<file path="src/rtl/sd_spi_responder_if.sv">
// Host SPI bus of an SD card in SPI mode, plus the card's byte-fetch and command-status signals.
interface sd_spi_responder_if;
  logic        spi_clk;
  logic        cs;
  logic        mosi;
  logic        miso;
  logic        rd_req;
  logic [25:0] rd_block;
  logic [8:0]  rd_index;
  logic [7:0]  rd_data;
  logic        cmd_valid;
  logic [5:0]  cmd_index;
  logic [31:0] cmd_arg;
  logic        in_idle;

  modport slave (
    input  spi_clk, cs, mosi, rd_data,
    output miso, rd_req, rd_block, rd_index, cmd_valid, cmd_index, cmd_arg, in_idle
  );
  modport master (
    output spi_clk, cs, mosi, rd_data,
    input  miso, rd_req, rd_block, rd_index, cmd_valid, cmd_index, cmd_arg, in_idle
  );
endinterface

</file>
<file path="src/rtl/sd_spi_responder.sv">
// SPI-mode SD card responder: oversamples the host SPI bus, decodes command frames and
// answers CMD0/8/55/41/58/17 with framed responses; read data comes from a byte-fetch port.
module sd_spi_responder #(
  parameter int unsigned ACMD41_BUSY_COUNT = 2,
  parameter int unsigned NCR_BYTES         = 1
) (
  input logic               clk,
  input logic               rst,
  sd_spi_responder_if.slave bus
);
  typedef enum logic [2:0] {S_HUNT, S_CMD_RX, S_NCR, S_RESP, S_TOKEN, S_DATA, S_CRC} state_t;
  state_t state;

  logic [1:0]  sclk_sync, cs_sync, mosi_sync;
  logic        sclk_prev;
  logic [2:0]  bit_cnt;
  logic [6:0]  rx_bits;
  logic [2:0]  byte_cnt;
  logic [5:0]  frame_index;
  logic [31:0] frame_arg;
  logic [1:0]  decode_pipe;
  logic [39:0] resp_buf;
  logic [2:0]  resp_left;
  logic        data_go, app_cmd;
  logic [15:0] acmd_cnt;
  logic        fetch_d1;
  logic [7:0]  tx_shift;

  logic        sclk_rise, sclk_fall, byte_done, cs_high;
  logic [7:0]  rx_byte;
  assign sclk_rise = sclk_sync[1] & ~sclk_prev;
  assign sclk_fall = ~sclk_sync[1] & sclk_prev;
  assign cs_high   = cs_sync[1];
  assign byte_done = sclk_rise && (bit_cnt == 3'd7);
  assign rx_byte   = {rx_bits, mosi_sync[1]};

  // Response bytes packed MSB-first; dec_left is the number of bytes following R1.
  logic [39:0] dec_buf;
  logic [2:0]  dec_left;
  logic        dec_go, dec_idle;
  logic [15:0] dec_acmd;
  always_comb begin
    dec_buf  = {7'b0, bus.in_idle, 32'hFFFF_FFFF};
    dec_left = '0;
    dec_go   = 1'b0;
    dec_idle = bus.in_idle;
    dec_acmd = acmd_cnt;
    case (frame_index)
      6'd0: begin
        dec_idle = 1'b1;
        dec_acmd = '0;
        dec_buf[39:32] = 8'h01;
      end
      6'd8: begin
        dec_buf  = {7'b0, bus.in_idle, 16'h0000, 4'h0, frame_arg[11:8] & 4'h1, frame_arg[7:0]};
        dec_left = 3'd4;
      end
      6'd55: begin
        dec_left = '0;
      end
      6'd41: begin
        if (!app_cmd) begin
          dec_buf[39:32] = {5'b0, 1'b1, 1'b0, bus.in_idle};
        end else if (32'(acmd_cnt) < ACMD41_BUSY_COUNT) begin
          dec_acmd = acmd_cnt + 16'd1;
          dec_buf[39:32] = 8'h01;
        end else begin
          dec_idle = 1'b0;
          dec_buf[39:32] = 8'h00;
        end
      end
      6'd58: begin
        dec_buf  = {7'b0, bus.in_idle, 32'hC0FF_8000};
        dec_left = 3'd4;
      end
      6'd17: begin
        if (bus.in_idle) begin
          dec_buf[39:32] = 8'h05;
        end else begin
          dec_buf[39:32] = 8'h00;
          dec_go = 1'b1;
        end
      end
      default: dec_buf[39:32] = {5'b0, 1'b1, 1'b0, bus.in_idle};
    endcase
  end

  always_ff @(posedge clk) begin
    if (rst) begin
      sclk_sync     <= '0;
      cs_sync       <= '1;
      mosi_sync     <= '1;
      sclk_prev     <= 1'b0;
      state         <= S_HUNT;
      bit_cnt       <= '0;
      rx_bits       <= '0;
      byte_cnt      <= '0;
      frame_index   <= '0;
      frame_arg     <= '0;
      decode_pipe   <= '0;
      resp_buf      <= '1;
      resp_left     <= '0;
      data_go       <= 1'b0;
      app_cmd       <= 1'b0;
      acmd_cnt      <= '0;
      fetch_d1      <= 1'b0;
      tx_shift      <= '1;
      bus.miso      <= 1'b1;
      bus.rd_req    <= 1'b0;
      bus.rd_block  <= '0;
      bus.rd_index  <= '0;
      bus.cmd_valid <= 1'b0;
      bus.cmd_index <= '0;
      bus.cmd_arg   <= '0;
      bus.in_idle   <= 1'b1;
    end else begin
      sclk_sync     <= {sclk_sync[0], bus.spi_clk};
      cs_sync       <= {cs_sync[0], bus.cs};
      mosi_sync     <= {mosi_sync[0], bus.mosi};
      sclk_prev     <= sclk_sync[1];
      bus.cmd_valid <= 1'b0;
      bus.rd_req    <= 1'b0;
      fetch_d1      <= bus.rd_req;
      decode_pipe   <= {decode_pipe[0], 1'b0};

      if (decode_pipe[1]) begin
        bus.cmd_valid <= 1'b1;
        bus.cmd_index <= frame_index;
        bus.cmd_arg   <= frame_arg;
        bus.in_idle   <= dec_idle;
        acmd_cnt      <= dec_acmd;
        app_cmd       <= (frame_index == 6'd55);
        data_go       <= dec_go;
        resp_buf      <= dec_buf;
        resp_left     <= dec_left;
        if (dec_go) bus.rd_block <= frame_arg[25:0];
      end

      if (cs_high) begin
        state    <= S_HUNT;
        bit_cnt  <= '0;
        tx_shift <= '1;
        bus.miso <= 1'b1;
        fetch_d1 <= 1'b0;
      end else begin
        if (sclk_rise) begin
          bit_cnt <= bit_cnt + 3'd1;
          rx_bits <= {rx_bits[5:0], mosi_sync[1]};
        end
        if (sclk_fall) begin
          bus.miso <= tx_shift[7];
          tx_shift <= {tx_shift[6:0], 1'b1};
        end
        // Data bytes arrive two clk after the fetch, still well ahead of the next falling edge.
        if (fetch_d1) tx_shift <= bus.rd_data;
        if (byte_done) begin
          tx_shift <= 8'hFF;
          case (state)
            S_HUNT: begin
              if (rx_byte[7:6] == 2'b01) begin
                frame_index <= rx_byte[5:0];
                byte_cnt    <= '0;
                state       <= S_CMD_RX;
              end
            end
            S_CMD_RX: begin
              if (byte_cnt == 3'd4) begin
                byte_cnt    <= '0;
                decode_pipe <= {decode_pipe[0], 1'b1};
                state       <= S_NCR;
              end else begin
                frame_arg <= {frame_arg[23:0], rx_byte};
                byte_cnt  <= byte_cnt + 3'd1;
              end
            end
            S_NCR: begin
              if (byte_cnt == 3'(NCR_BYTES - 1)) begin
                tx_shift <= resp_buf[39:32];
                resp_buf <= {resp_buf[31:0], 8'hFF};
                state    <= S_RESP;
              end else begin
                byte_cnt <= byte_cnt + 3'd1;
              end
            end
            S_RESP: begin
              if (resp_left != '0) begin
                tx_shift  <= resp_buf[39:32];
                resp_buf  <= {resp_buf[31:0], 8'hFF};
                resp_left <= resp_left - 3'd1;
              end else if (data_go) begin
                tx_shift <= 8'hFE;
                state    <= S_TOKEN;
              end else begin
                state <= S_HUNT;
              end
            end
            S_TOKEN: begin
              bus.rd_req   <= 1'b1;
              bus.rd_index <= '0;
              state        <= S_DATA;
            end
            S_DATA: begin
              if (bus.rd_index == 9'd511) begin
                bus.rd_index <= '0;
                byte_cnt     <= '0;
                state        <= S_CRC;
              end else begin
                bus.rd_index <= bus.rd_index + 9'd1;
                bus.rd_req   <= 1'b1;
              end
            end
            S_CRC: begin
              if (byte_cnt == '0) byte_cnt <= 3'd1;
              else state <= S_HUNT;
            end
            default: state <= S_HUNT;
          endcase
        end
      end
    end
  end
endmodule
</file>
<file path="src/flat_wrapper.sv">
// flat-port wrapper written by rule: the top's interface ports become plain ports
module sd_spi_responder_flat 
#(
  parameter int unsigned ACMD41_BUSY_COUNT = 2,
  parameter int unsigned NCR_BYTES         = 1
)
  (clk, rst, bus_spi_clk, bus_cs, bus_mosi, bus_rd_data, bus_miso, bus_rd_req, bus_rd_block, bus_rd_index, bus_cmd_valid, bus_cmd_index, bus_cmd_arg, bus_in_idle);
  sd_spi_responder_if bus_i ();
  input logic clk;
  input logic rst;
  input wire logic [$bits(bus_i.spi_clk)-1:0] bus_spi_clk;
  input wire logic [$bits(bus_i.cs)-1:0] bus_cs;
  input wire logic [$bits(bus_i.mosi)-1:0] bus_mosi;
  input wire logic [$bits(bus_i.rd_data)-1:0] bus_rd_data;
  output wire logic [$bits(bus_i.miso)-1:0] bus_miso;
  output wire logic [$bits(bus_i.rd_req)-1:0] bus_rd_req;
  output wire logic [$bits(bus_i.rd_block)-1:0] bus_rd_block;
  output wire logic [$bits(bus_i.rd_index)-1:0] bus_rd_index;
  output wire logic [$bits(bus_i.cmd_valid)-1:0] bus_cmd_valid;
  output wire logic [$bits(bus_i.cmd_index)-1:0] bus_cmd_index;
  output wire logic [$bits(bus_i.cmd_arg)-1:0] bus_cmd_arg;
  output wire logic [$bits(bus_i.in_idle)-1:0] bus_in_idle;
  assign bus_i.spi_clk = bus_spi_clk;
  assign bus_i.cs = bus_cs;
  assign bus_i.mosi = bus_mosi;
  assign bus_i.rd_data = bus_rd_data;
  assign bus_miso = bus_i.miso;
  assign bus_rd_req = bus_i.rd_req;
  assign bus_rd_block = bus_i.rd_block;
  assign bus_rd_index = bus_i.rd_index;
  assign bus_cmd_valid = bus_i.cmd_valid;
  assign bus_cmd_index = bus_i.cmd_index;
  assign bus_cmd_arg = bus_i.cmd_arg;
  assign bus_in_idle = bus_i.in_idle;
  sd_spi_responder #(.ACMD41_BUSY_COUNT(ACMD41_BUSY_COUNT), .NCR_BYTES(NCR_BYTES)) u_core (.clk(clk), .rst(rst), .bus(bus_i));
endmodule
</file>
<file path="config.mk">
export PLATFORM = sky130hd
export DESIGN_NAME = sd_spi_responder_flat
export DESIGN_NICKNAME = d
export VERILOG_FILES = /design/src/rtl/sd_spi_responder_if.sv /design/src/rtl/sd_spi_responder.sv /design/src/flat_wrapper.sv
export SDC_FILE = /design/constraint.sdc
export NUM_CORES = 1
export LEC_CHECK = 0
export BUFFER_PORTS_ARGS = -buffer_cell sky130_fd_sc_hd__buf_4
export CAP_MARGIN = 20
export CORE_MARGIN = 2
export CORE_UTILIZATION = 56
export DETAILED_ROUTE_END_ITERATION = 12
export GPL_TIMING_DRIVEN = 0
export PLACE_DENSITY = 0.77
export SYNTH_ARGS = -nofsm -noshare
export SYNTH_HDL_FRONTEND = slang
export SYNTH_SLANG_ARGS = --single-unit
</file>
<file path="constraint.sdc">
create_clock -name clk -period 2.1 [get_ports clk]
set_input_delay 0.315 -clock clk [delete_from_list [all_inputs] [get_ports clk]]
set_output_delay 0.315 -clock clk [all_outputs]
set_load 0.05 [all_outputs]
</file>
Word level (Yosys, flattened, before mapping)
Index checks and enable logic that the tools add are counted.

storage, ports and cells
  bits in registers = 210
  latch bits = 0
  memory bits (writable) = 0
  ROM bits = 0
  bits of input ports = 13
  logic and storage cells = 142
  memories kept = 0

operators by class
  add/sub/neg operators = 5
  multiply operators = 0
  divide/modulo/power cells = 0
  $lt $le $gt $ge = 1
  equal/unequal tests = 26
  shift operators = 0
  muxes and demuxes = 52
  bitwise logic cells = 8
  reduce and logical (&&, ||, !) cells = 23

operators by type and width
  operator                 number
  $mux W40                 5
  $pmux W40 S2             1
  $pmux W32 S2             1
  $mux W3                  20
  $mux W8                  5
  $mux W16                 2
  $pmux W16 S2             1
  $pmux W8 S4              1
  $pmux W3 S7              1
  $eq A6 B6 Y1 const B     3
  $pmux W9 S2              1
  $add A16 B1 Y16 const B  1
  $lt A16 B2 Y1 const B    1
  $pmux W8 S2              1
  $reduce_and A4 Y1        4
  $eq A3 B3 Y1 const B     5
  $pmux W3 S5              1
  $ne A2 B1 Y1 const B     7
  $reduce_and A7 Y1        2
  $add A9 B1 Y9 const B    1
  $eq A9 B9 Y1 const B     1
  $mux W1                  9
  $mux W9                  1
  $ne A2 B2 Y1 const B     4
  other kinds (21)         36

Depth between registers and ports, before layout
  word-level depth = 9
  depth in mapped cells = 10
  depth with buffers taken out = 8

Worst setup path before layout
OpenSTA, ideal clock, no wires.

  path kind = register to register
  start point = register u_core.bus.rd_index[0]
  end point = register u_core.state[1]
  setup time = 0.095 ns
  data arrival time = 2.239 ns
  path slack = -0.234 ns
  stages on the path, launching flop included = 9
  path buffers = 0
  clock period less this slack = 2.334 ns
  cells stage by stage = dfxtp_1 -> ha_1 -> nand3_1 -> nor2_1 -> ha_1 -> nand3b_1 -> a21oi_1 -> or3b_2 -> a221oi_1

on the way
  longest elaborated chain between the ends = 3

RTL lines
  item                         line                       source
  start: declaration           sd_spi_responder_if.sv:18  output miso, rd_req, rd_block, rd_index, cmd_valid, cmd_index, cmd_arg, in_idle
  start signal: assignment     sd_spi_responder.sv:208    bus.rd_index <= bus.rd_index + 9'd1;
  $eq A9 B9 Y1                 sd_spi_responder.sv:203    if (bus.rd_index == 9'd511) begin
  $ne A2 B1 Y1 (no line)       --
  $reduce_and A7 Y1 (no line)  --
  end signal: assignment       sd_spi_responder.sv:200    state <= S_DATA;
  end signal: assignment       sd_spi_responder.sv:206    state <= S_CRC;
  end signal: assignment       sd_spi_responder.sv:214    else state <= S_HUNT;
  end: declaration             sd_spi_responder.sv:12     state_t state;

No other way between the ends.
A chain may end at the register's enable or synchronous reset.

Worst setup path in the final report
  start point = register u_core.frame_index[2]
  end point = register u_core.resp_buf[15]

on the way
  longest elaborated chain between the ends = 7
  elaborated cells between the ends (all ways) = 9
  classes of those cells = eq/ne (2); mux (7)

RTL lines
  item                                          line                                              source
  start: declaration                            sd_spi_responder.sv:19                            logic [5:0] frame_index;
  start signal: assignment                      sd_spi_responder.sv:161                           frame_index <= rx_byte[5:0];
  $eq A6 B6 Y1 or $eq A6 B4 Y1 (tied branches)  sd_spi_responder.sv:48                            case (frame_index)
  $pmux W32 S2 (*)                              sd_spi_responder.sv:48
  $mux W40 (*)                                  sd_spi_responder.sv:126                           if (decode_pipe[1]) begin
  $mux W40, on equally long branches            sd_spi_responder.sv:186, sd_spi_responder.sv:177
  $pmux W40 S2                                  sd_spi_responder.sv:158                           case (state)
  $mux W40                                      sd_spi_responder.sv:156                           if (byte_done) begin
  $mux W40 (*)                                  sd_spi_responder.sv:139                           if (cs_high) begin
  end signal: assignment                        sd_spi_responder.sv:134                           resp_buf <= dec_buf;
  end signal: assignment                        sd_spi_responder.sv:179                           resp_buf <= {resp_buf[31:0], 8'hFF};
  end signal: assignment                        sd_spi_responder.sv:188                           resp_buf <= {resp_buf[31:0], 8'hFF};
  end: declaration                              sd_spi_responder.sv:22                            logic [39:0] resp_buf;

Every way passes the cells marked *; elsewhere a longest branch is shown, timed or not.

==> impl_metrics.yaml <==
die:
  die_area_mm2: 0.0157
  io_pins: 90
  std_cell_rows: 44
  core_mm2: 0.0144
  die_h_um: 125
  die_w_um: 125
  start_util_pct: 57.1
clock_network:
  insertion_delay_ns: 0.51
  cts_buffers: 22
  root_buffer: "clkbuf_16"
  clk_pin_slew_ns: 0.06
  cts.sink_count: 210
  cts_buffer_depth: 3
  cts_tree: "built"
  htree_levels: 1
worst_setup_path:
  path_class: "reg -> reg"
  cp_max_fo: 10
  crit_chain: "or4b_4 -> buf_6 -> nor3_4 -> a21o_1 -> buf_6 -> o21ai_0"
  rr_endpoint: "u_core.resp_buf[15]"
  arrival_ns: 2.42
  slowest_stage: "or4b_4"
  worst_r2r_startpoint: "u_core.frame_index[2]"
  cp-end-kind: "flip-flop"
  cp-start-kind: "flip-flop"
  path_common_cell: "buf_6"
  rrSetupSlack_ns: 0.05
  crit_family: "simple AND/OR/NAND/NOR gates"
  r2r_cells: 6
  critical_path_buf_inv_count: 2
  critPathRequiredTime_ns: 2.47
  critPathMaxStageDelay_ns: 0.55
timing:
  hold_viol: 0
  worst_slew_pin_slew_ns: 0.723
  setup_viol: 0
  drv_slew: 0
  finalClockSkew_ns: 0.0247
  period_minus_slack_ns: 2.05
  period_share_pct: 97.6
  max_slew_margin_pct: 51.8
  fmax_mhz: 488
  holdWs_ns: 0.0209
yosys:
  synth_warnings: 0
  synth_seq_cells: 210
  synth_area_leaders: "dfxtp_1 (51%), a21oi_1 (7.5%), mux2i_1 (6.6%)"
  avgSynthCellArea_um2: 8.64
  synth_seq_area_share_pct: 51.1
  async_flop_share_pct: 0
  yosysTopAreaCell: "dfxtp_1"
  ys_types: 59
  synth_edf_count: 0
  synth-main-ff-cell: "dfxtp_1"
  syn-num-nets: 975
  synth_top_area_share_pct: 51.1
  synthCells: 953
  syn_area_mm2: 0.00823
flow_run:
  maxCapViolations: 0
route:
  dr.first_iter.drc_count: 628
  num_vias: 7023
  postRouteAntennaNets: 0
  wl_per_cell_um: 16.4
  vias_per_cell: 5.53
  routed_wl_mm: 20.8
  firstDrtPassIters: 6
  drc_errors: 0
hold_path:
  min_path_cells: 2
  hold_end: "u_core.cs_sync[0]"
  hp-start: "bus_cs"
  hold_class: "in -> reg"
final_layout:
  area_growth_pct: 23.2
  n_fill_cell: 1155
  drive_gt1_share_pct: 20.1
  diodes: 0
  nets: 1092
  stdcell_area_mm2: 0.0101
  fin_cells: 1269
  final_util_pct: 70.3
global_route:
  grt-ovfl-total: 0
  grt_pass1_vias: 6701
  grt_pass1_wl_mm: 33.4
  antenna_found_initial: 0
  grt_usage_pct: 25.7
  grt_max_degree: 15
placement:
  dp.cells: 1225
  dp_hpwl_mm: 14.0
  portBuffers: 88
  placed_area_mm2: 0.00914
  gp_congestion: 0.871
power:
  power.leakage_uw: 0.00380
  p_total_uw: 8100
  power.density_mw_per_mm2: 799
  peakVddDrop_uv: 652
run_status:
  status: "complete, no violations"
[synth_stat cells (4+ instances only)]
cell and instances:
o22ai_1 9, dfxtp_1 210, o211ai_1 5, and3_1 4
inv_1 12, o21ai_0 46, ha_1 9, mux2i_1 54
or3_1 13, nor3_1 19, xnor2_1 5, and2_1 13
nand4_1 4, a21oi_1 123, nand3b_1 5, or2_2 7
clkbuf_1 49, nor2_1 115, nor4_1 7, nand3_1 5
nor2b_1 16, mux2_2 8, buf_2 19, nand2_1 143
[cell usage in the layout, fill, tap and decap left out, types with 5 or more instances in the layout]
cell type | netlist | layout
or3_1 | 13 | 12
nand2_1 | 143 | 142
nor3_1 | 19 | 14
buf_2 | 19 | 15
clkbuf_16 | 0 | 23
and2_1 | 13 | 13
mux2_2 | 8 | 8
nor2_1 | 115 | 114
ha_1 | 9 | 6
buf_4 | 1 | 99
clkinv_2 | 0 | 5
mux2i_1 | 54 | 54
clkbuf_2 | 1 | 10
o21ai_0 | 46 | 46
xnor2_1 | 5 | 5
nor4_1 | 7 | 6
clkbuf_8 | 0 | 5
nand3b_1 | 5 | 5
dfxtp_1 | 210 | 204
inv_1 | 12 | 12
nor2b_1 | 16 | 15
o211ai_1 | 5 | 5
clkbuf_1 | 49 | 35
o22ai_1 | 9 | 8
or2_2 | 7 | 7
a21oi_1 | 123 | 122
[cell type report]
type | count | area, um^2 | share of cell area [%]
clock buffers | 31 | 656 | 6.46
multi-input cells | 658 | 3810 | 37.6
clock inverters | 8 | 101 | 0.999
repair buffers | 97 | 731 | 7.20
plain buffers | 69 | 347 | 3.42
flip-flops and latches | 210 | 4220 | 41.6
well taps | 184 | 230 | 2.27
inverters | 12 | 45.0 | 0.444
[metal layers]
| layer | wire, um | global-route usage (%) | vias up |
|---|---|---|---|
| met3 | 1290 | 4.54 | 40 |
| met1 | 9170 | 34.5 | 3288 |
| met2 | 9840 | 42.6 | 216 |
| li1 | - | - | 3479 |
| met5 | 0 | 0 | - |
| met4 | 527 | 7.52 | 0 |
[how the worst max path moves through the flow]
| stage | startpoint | end | slack [ns] | depth (start not counted) |
|---|---|---|---|---|
| after floorplan | u_core.bus.rd_index[3] | u_core.state[1] | 0.002 | 8 |
| after global placement | u_core.bit_cnt[0] | u_core.bus.rd_index[5] | -0.19 | 8 |
| after detailed placement | u_core.bit_cnt[0] | u_core.bus.rd_index[4] | -0.20 | 8 |
| after CTS | u_core.bit_cnt[0] | u_core.frame_index[4] | 0.004 | 9 |
| after global routing | u_core.byte_cnt[0] | u_core.resp_buf[8] | -0.01 | 9 |
| final | u_core.frame_index[2] | u_core.resp_buf[15] | 0.05 | 6 |
[sequential cells by signal (all words and copies together) (netlist names), 2 cells and up]
register,count
u_core.bus.cmd_arg,32
u_core.tx_shift,8
u_core.decode_pipe,2
u_core.frame_index,6
u_core.byte_cnt,3
u_core.frame_arg,32
u_core.bit_cnt,3
u_core.rx_bits,7
u_core.resp_buf,40
u_core.bus.rd_block,26
u_core.cs_sync,2
u_core.mosi_sync,2
u_core.state,3
u_core.resp_left,3
u_core.sclk_sync,2
u_core.bus.cmd_index,6
u_core.acmd_cnt,16
u_core.bus.rd_index,9
[power by group]
| group | switching (uW) | internal, uW |
|---|---|---|
| logic | 90.3 | 39.8 |
| clock network | 1560 | 2420 |
| registers | 3.79 | 3990 |
| total | 1650 | 6450 |
[cell families after synthesis]
logic type / after synthesis / share of synthesized area [%]
buffers and inverters: 85 / 4.32
AOI/OAI and AO/OA: 210 / 14.3
muxes: 62 / 7.66
xor gates and xnor gates: 8 / 0.851
and+or+nand+nor: 369 / 20.5
DFF: 210 / 51.1
adders and majority gates: 9 / 1.37
[timing repair]
| action | in CTS | in global routing |
|---|---|---|
| pin swaps | 0 | 6 |
| setup endpoints to repair | 100 | 152 |
| resized for setup | 18 | 47 |
| hold buffers | 1 | 0 |
| buffers inserted | 0 | 8 |
| endpoints found under the hold margin | 1 | 0 |
[metrics by stage]
stage | setup WS (ns) | TNS (ns)
finish | 0.0514 | 0
global route | -0.0143 | -0.0910
CTS | 0.00393 | 0
detailed placement | -0.199 | -7.52
global placement | -0.186 | -6.53
floorplan | 0.00247 | 0
(Power assumes the default switching activity.)
